## src/rtl/noc_bus_arbiter.sv

```systemverilog
// noc_bus_arbiter: round-robin owner of the shared 8-bit NoC bus with beat limit and turnaround.
// Define ARB_TIMEOUT_EN to add the idle watchdog that revokes a silent owner.
module noc_bus_arbiter #(
  parameter int MAX_BEATS    = 36,
  parameter int IDLE_TIMEOUT = 16
) (
  input  logic       clk,
  input  logic       rst,
  input  logic [3:0] req,
  input  logic       bus_valid,
  input  logic       bus_ready,
  output logic [3:0] grant,
  output logic [1:0] grant_id,
  output logic       grant_active,
  output logic [8:0] beat_cnt,
  output logic       timeout_err
);
  typedef enum logic [1:0] {S_IDLE, S_GRANT, S_REL} state_t;
  state_t     r_state, w_next;
  logic [1:0] r_id, r_last, w_pick;
  logic [8:0] r_beat_cnt;
  logic       w_any, w_beat, w_drop, w_limit, w_to, w_release;
  assign w_any   = |req;
  assign w_beat  = bus_valid & bus_ready;
  assign w_drop  = ~req[r_id];
  assign w_limit = w_beat && (r_beat_cnt == 9'(MAX_BEATS - 1));
  assign w_release = w_drop | w_limit | w_to;
  // Scan starts just after the last owner, so the previous owner is checked last.
  always_comb begin
    w_pick = r_last;
    for (int k = 4; k >= 1; k--)
      if (req[r_last + 2'(k)]) w_pick = r_last + 2'(k);
  end
  always_ff @(posedge clk)
    if (rst) r_state <= S_IDLE;
    else r_state <= w_next;
  always_comb
    w_next = (r_state == S_IDLE)  ? (w_any ? S_GRANT : S_IDLE) :
             (r_state == S_GRANT) ? (w_release ? S_REL : S_GRANT) : S_IDLE;
  always_ff @(posedge clk)
    if (rst) begin
      r_id       <= 2'd0;
      r_last     <= 2'd3;
      r_beat_cnt <= 9'd0;
    end else if (r_state == S_IDLE && w_any) begin
      r_id       <= w_pick;
      r_last     <= w_pick;
      r_beat_cnt <= 9'd0;
    end else if (r_state == S_GRANT && w_beat) begin
      r_beat_cnt <= r_beat_cnt + 9'd1;
    end
`ifdef ARB_TIMEOUT_EN
  logic [4:0] r_idle;
  logic       r_to_err;
  assign w_to = !w_beat && (r_idle == 5'(IDLE_TIMEOUT - 1));
  always_ff @(posedge clk)
    if (rst) begin
      r_idle   <= 5'd0;
      r_to_err <= 1'b0;
    end else begin
      r_idle   <= (r_state != S_GRANT || w_beat) ? 5'd0 : r_idle + 5'd1;
      r_to_err <= (r_state == S_GRANT) && w_to && !w_drop;
    end
  assign timeout_err = r_to_err;
`else
  assign w_to = 1'b0;
  assign timeout_err = 1'b0;
`endif
  always_comb begin
    grant_active = (r_state == S_GRANT);
    grant        = grant_active ? (4'd1 << r_id) : 4'd0;
    grant_id     = r_id;
    beat_cnt     = r_beat_cnt;
  end
endmodule

```

## config.mk

```make
export PLATFORM = sky130hd
export DESIGN_NAME = noc_bus_arbiter
export DESIGN_NICKNAME = d
export VERILOG_FILES = /design/src/rtl/noc_bus_arbiter.sv
export SDC_FILE = /design/constraint.sdc
export NUM_CORES = 1
export LEC_CHECK = 0
export BUFFER_PORTS_ARGS = -buffer_cell sky130_fd_sc_hd__buf_4
export CELL_PAD_IN_SITES_DETAIL_PLACEMENT = 2
export CELL_PAD_IN_SITES_GLOBAL_PLACEMENT = 2
export CORE_MARGIN = 1
export CORE_UTILIZATION = 30
export DETAILED_ROUTE_END_ITERATION = 6
export PLACE_DENSITY = 0.86
export SLEW_MARGIN = 20
export SYNTH_ARGS = -nofsm -noshare
export SYNTH_HDL_FRONTEND = slang
export SYNTH_SLANG_ARGS = --single-unit
```

## constraint.sdc

```tcl
create_clock -name clk -period 2.9 [get_ports clk]
set_clock_uncertainty 0.15 [all_clocks]
set_input_delay 0.58 -clock clk [delete_from_list [all_inputs] [get_ports clk]]
set_output_delay 0.58 -clock clk [all_outputs]
set_load 0.05 [all_outputs]
```

Yosys cells after proc, flatten, opt, wreduce, memory -nomap -nowiden
Index checks and enable logic that the tools add are counted.
{"block": "totals", "elab_cells": 40, "out_inout_bits": 17, "in_bits": 8, "register_bits": 15}
{"block": "classes", "n_shift": 1, "n_eq_ne": 2, "n_addsub": 4, "muxes": 16, "magnitude_cmp": 4, "bitwise_logic": 3, "reduce_logical": 6}
{"operator": "$lt A2 B3 Y1 const B", "n": 4}
{"operator": "$mux W2", "n": 6}
{"operator": "$add A9 B1 Y9 const B", "n": 1}
{"operator": "$eq A9 B6 Y1 const B", "n": 1}
{"operator": "$bmux W1 S2", "n": 4}
{"operator": "$mux W1", "n": 5}
{"operator": "$add A2 B2 Y2 const B", "n": 2}
{"operator": "$mux W4", "n": 1}
{"operator": "$reduce_or A4 Y1", "n": 1}
{"operator": "$shl A1 B2 Y4 const A", "n": 1}
{"operator": "$logic_and A1 B1 Y1", "n": 3}
{"operator": "$add A2 B1 Y2 const B", "n": 1}
{"operator": "$eq A2 B1 Y1 const B", "n": 1}
{"operator": "$logic_not A2 Y1", "n": 1}
{"operator": "$reduce_or A2 Y1", "n": 1}
{"operator": "$and A1 B1 Y1", "n": 1}
{"operator": "$not A1 Y1", "n": 1}
{"operator": "$or A1 B1 Y1", "n": 1}

Longest topological paths before layout
{"block": "depth", "word_depth": 7, "mapped_depth": 5, "depth_no_buf": 5}

Least setup slack after synthesis
Ideal clock, no wire load.
{"block": "synth_path", "path_kind": "register to output", "from": "reg r_id[0], in the netlist grant_id[0]", "to": "out grant[1]", "path_buffers": 0, "path_stages_with_launch": 3, "arrival_time_ns": 1.930, "t_required_ns": 2.170, "setup_slack_ns": 0.240, "cell_sequence": "dfxtp_1 > inv_1 > nor3_1"}
{"block": "synth_between", "elab_chain_len": 2}
{"element": "from (decl)", "line_no": "20", "rtl": "logic [1:0] r_id, r_last, w_pick;"}
{"element": "from (signal assigned)", "line_no": "46", "rtl": "r_id <= w_pick;"}
{"element": "$shl A1 B2 Y4", "line_no": "71", "rtl": "grant = grant_active ? (4'd1 << r_id) : 4'd0;"}
{"element": "$mux W4", "line_no": "71"}
{"element": "to (decl)", "line_no": "12", "rtl": "output logic [3:0] grant,"}
No other way between the ends.

Final worst setup path
{"block": "layout_path", "from": "reg r_state[1]", "to": "out grant[3]"}
{"block": "layout_between", "elab_chain_len": 2}
{"element": "from (decl)", "line_no": "19", "rtl": "state_t r_state, w_next;"}
{"element": "from (signal assigned)", "line_no": "36", "rtl": "else r_state <= w_next;"}
{"element": "$eq A2 B1 Y1", "line_no": "70", "rtl": "grant_active = (r_state == S_GRANT);"}
{"element": "$mux W4", "line_no": "71"}
No other way between the ends.

==> results.sh <==
export IMPL_drive_gt1_share_pct=24.6
export IMPL_grt_max_degree=11
export IMPL_h_tree_depth=1
export IMPL_cts_made_buffers=3
export IMPL_grt_pass1_wl_mm=4.02
export IMPL_clockRootBuffer="clkbuf_4"
export IMPL_peakVddDrop_mv=0.414
export IMPL_syn_area_per_cell_um2=8.61
export IMPL_critPathArrivalTime_ps=1320
export IMPL_die_x_um=55.6
export IMPL_area_growth_synth_to_final_pct=24.7
export IMPL_gr_usage_all_layers_pct=16.6
export IMPL_clock_fmax_mhz=488
export IMPL_synth_edf_count=0
export IMPL_fin_crit_ps=2050
export IMPL_rsz0062_at_grt="no"
export IMPL_synth_warnings=0
export IMPL_avgRoutedWirePerCell_um=15.3
export IMPL_cap_violations=0
export IMPL_async_flop_share_pct=0
export IMPL_finalPower_mw=0.689
export IMPL_leakagePower_nw=0.458
export IMPL_rows=19
export IMPL_overflow=0
export IMPL_cts_tree="done"
export IMPL_hold_viol_final=0
export IMPL_netlist_instances=100
export IMPL_clkSinkCount=15
export IMPL_initial_core_util_pct=31.5
export IMPL_diodes=0
export IMPL_drc=0
export IMPL_slew_headroom_pct=63.4
export IMPL_fin_hold_ws_ps=369
export IMPL_dieHeight_um=55.6
export IMPL_synthTopCellsByArea="dfxtp_1, xor2_1, nor2_1, o41ai_4, mux4_1"
export IMPL_p_per_area_mw_per_mm2=642
export IMPL_first_pass_iters=4
export IMPL_grt_pass1_vias=829
export IMPL_design_core_area_mm2=0.00273
export IMPL_die_area_mm2=0.00309
export IMPL_worst_slack_ps=852
export IMPL_synth_net_count=109
export IMPL_antenna_found_initial=0
export IMPL_hp_class="in -> reg"
export IMPL_cp_required_ps=2170
export IMPL_yosysSeqAreaShare_pct=34.9
export IMPL_clk_latency_ps=280
export IMPL_setup_viol=0
export IMPL_synth_top_area_cell="dfxtp_1"
export IMPL_boundaryPins=25
export IMPL_ctsResizeCount=0
export IMPL_post_route_util_pct=39.3
export IMPL_io_buffers=23
export IMPL_n_fill_cell=319
export IMPL_holdBufCountCts=0
export IMPL_status="completed"
export IMPL_gp_congestion=0.804
export IMPL_setup_tns_final_ps=0
export IMPL_drv_slew=0
export IMPL_clk_pin_slew_ps=100
export IMPL_fin_nets=132
export IMPL_ys_seq_elements=15
export IMPL_min_period_over_period_pct=70.6
export IMPL_postCtsSetupRepairBufs=0
export IMPL_drt_iter0_drc=11
export IMPL_wl_mm=2.34
export IMPL_critPathKind="reg -> out"
export IMPL_syn_area_um2=861
export IMPL_synth_ff_type="dfxtp_1"
export IMPL_vias=820
export IMPL_worst_setup_path_start_kind="flop"
export IMPL_synth_distinct_cells=37
export IMPL_vias_per_cell=5.36
export IMPL_dp_hpwl_mm=1.90
export IMPL_path_max_fanout=5
export IMPL_crit_path_end_kind="output port"
export IMPL_worst_pin_slew_ps=547
export IMPL_synth_top_area_share_pct=34.9
export IMPL_ant_nets=0
export IMPL_place_ws_ps=900
export IMPL_cts_path_max_buffers=2
==> worst paths after layout <==
path | from | endpoint | slack, ps | cells after the start
worst min-delay path | rst | grant_id[1] | 370 | 2
worst max-delay path | r_state[1] | grant[3] | 850 | 5
worst min register to register | grant_id[1] | grant_id[1] | 410 | 2
worst max register to register | beat_cnt[0] | r_state[0] | 1160 | 5
==> cell families after synthesis <==
kind of cell	after synthesis	share of synthesized area (%)
xor+xnor	8	8.14
simple gates	45	27.5
flops	15	34.9
compound gates	17	17.0
buf+inv	10	5.23
other cells	1	0.436
fa+ha+maj	1	1.45
mux	3	5.38
==> layout make-up <==
| class | instances | area [um^2] | area share [%] |
|---|---|---|---|
| multi-input combinational | 75 | 515 | 48.0 |
| sequential | 15 | 300 | 28.0 |
| timing repair buffer | 23 | 173 | 16.1 |
| tap | 31 | 38.8 | 3.61 |
| clock buffer | 3 | 22.5 | 2.10 |
| inverter | 5 | 18.8 | 1.75 |
| clock inverter | 1 | 5.00 | 0.466 |
==> cell usage in the layout, fill, tap and decap left out, drive strengths merged, types with 3 or more instances in the layout <==
| cell type | instances |
|---|---|
| nand2 | 5 |
| nand2b | 4 |
| and2 | 3 |
| buf | 23 |
| a21oi | 3 |
| dfxtp | 15 |
| nand4 | 4 |
| nor2 | 16 |
| xor2 | 7 |
| inv | 5 |
| nor3 | 4 |
| nand3 | 3 |
| clkbuf | 3 |
==> synthesized netlist by cell type (2+ instances only) <==
cell	count
nand4_1	4
o21ai_0	2
inv_1	5
buf_2	2
a21oi_1	2
o22ai_1	2
mux2i_1	2
and2_1	3
nor2_1	16
nand2b_1	4
xor2_1	7
dfxtp_1	15
nand2_1	5
a211oi_1	2
nand3_1	3
and4_1	2
nor3_1	4
==> state kept, by name, summed over array words and instances, names as in the netlist <==
name / cells
r_last: 2
grant_id: 2
beat_cnt: 9
r_state: 2
==> metrics by stage <==
step | area (um^2) | std cells
2_1_floorplan | 861 | 100
3_3_place_gp | 1050 | 149
3_5_place_dp | 1050 | 149
4_1_cts | 1070 | 153
5_1_grt | 1070 | 153
6_report | 1070 | 153
==> power by group <==
part           switching [mW]  internal [mW]
Combinational           0.189          0.110
Sequential             0.0395          0.231
Clock                  0.0679         0.0511
==> worst max-delay path, cell delays in order, from the launching register on <==
cell	delay, ps
dfxtp_1	330
nand2b_1	220
inv_1	110
nand2_1	70
nor2_1	100
buf_4	200
==> per-layer routing <==
| metal | GRT usage [%] | share of wire, % | vias to the layer above |
|---|---|---|---|
| met5 | 0 | 0 | - |
| met3 | 2.58 | 4.3 | 0 |
| met1 | 21.4 | 43 | 398 |
| li1 | - | - | 401 |
| met2 | 28.6 | 52 | 21 |
| met4 | 4.29 | 0 | 0 |
Power figures use the tool's default switching activity.
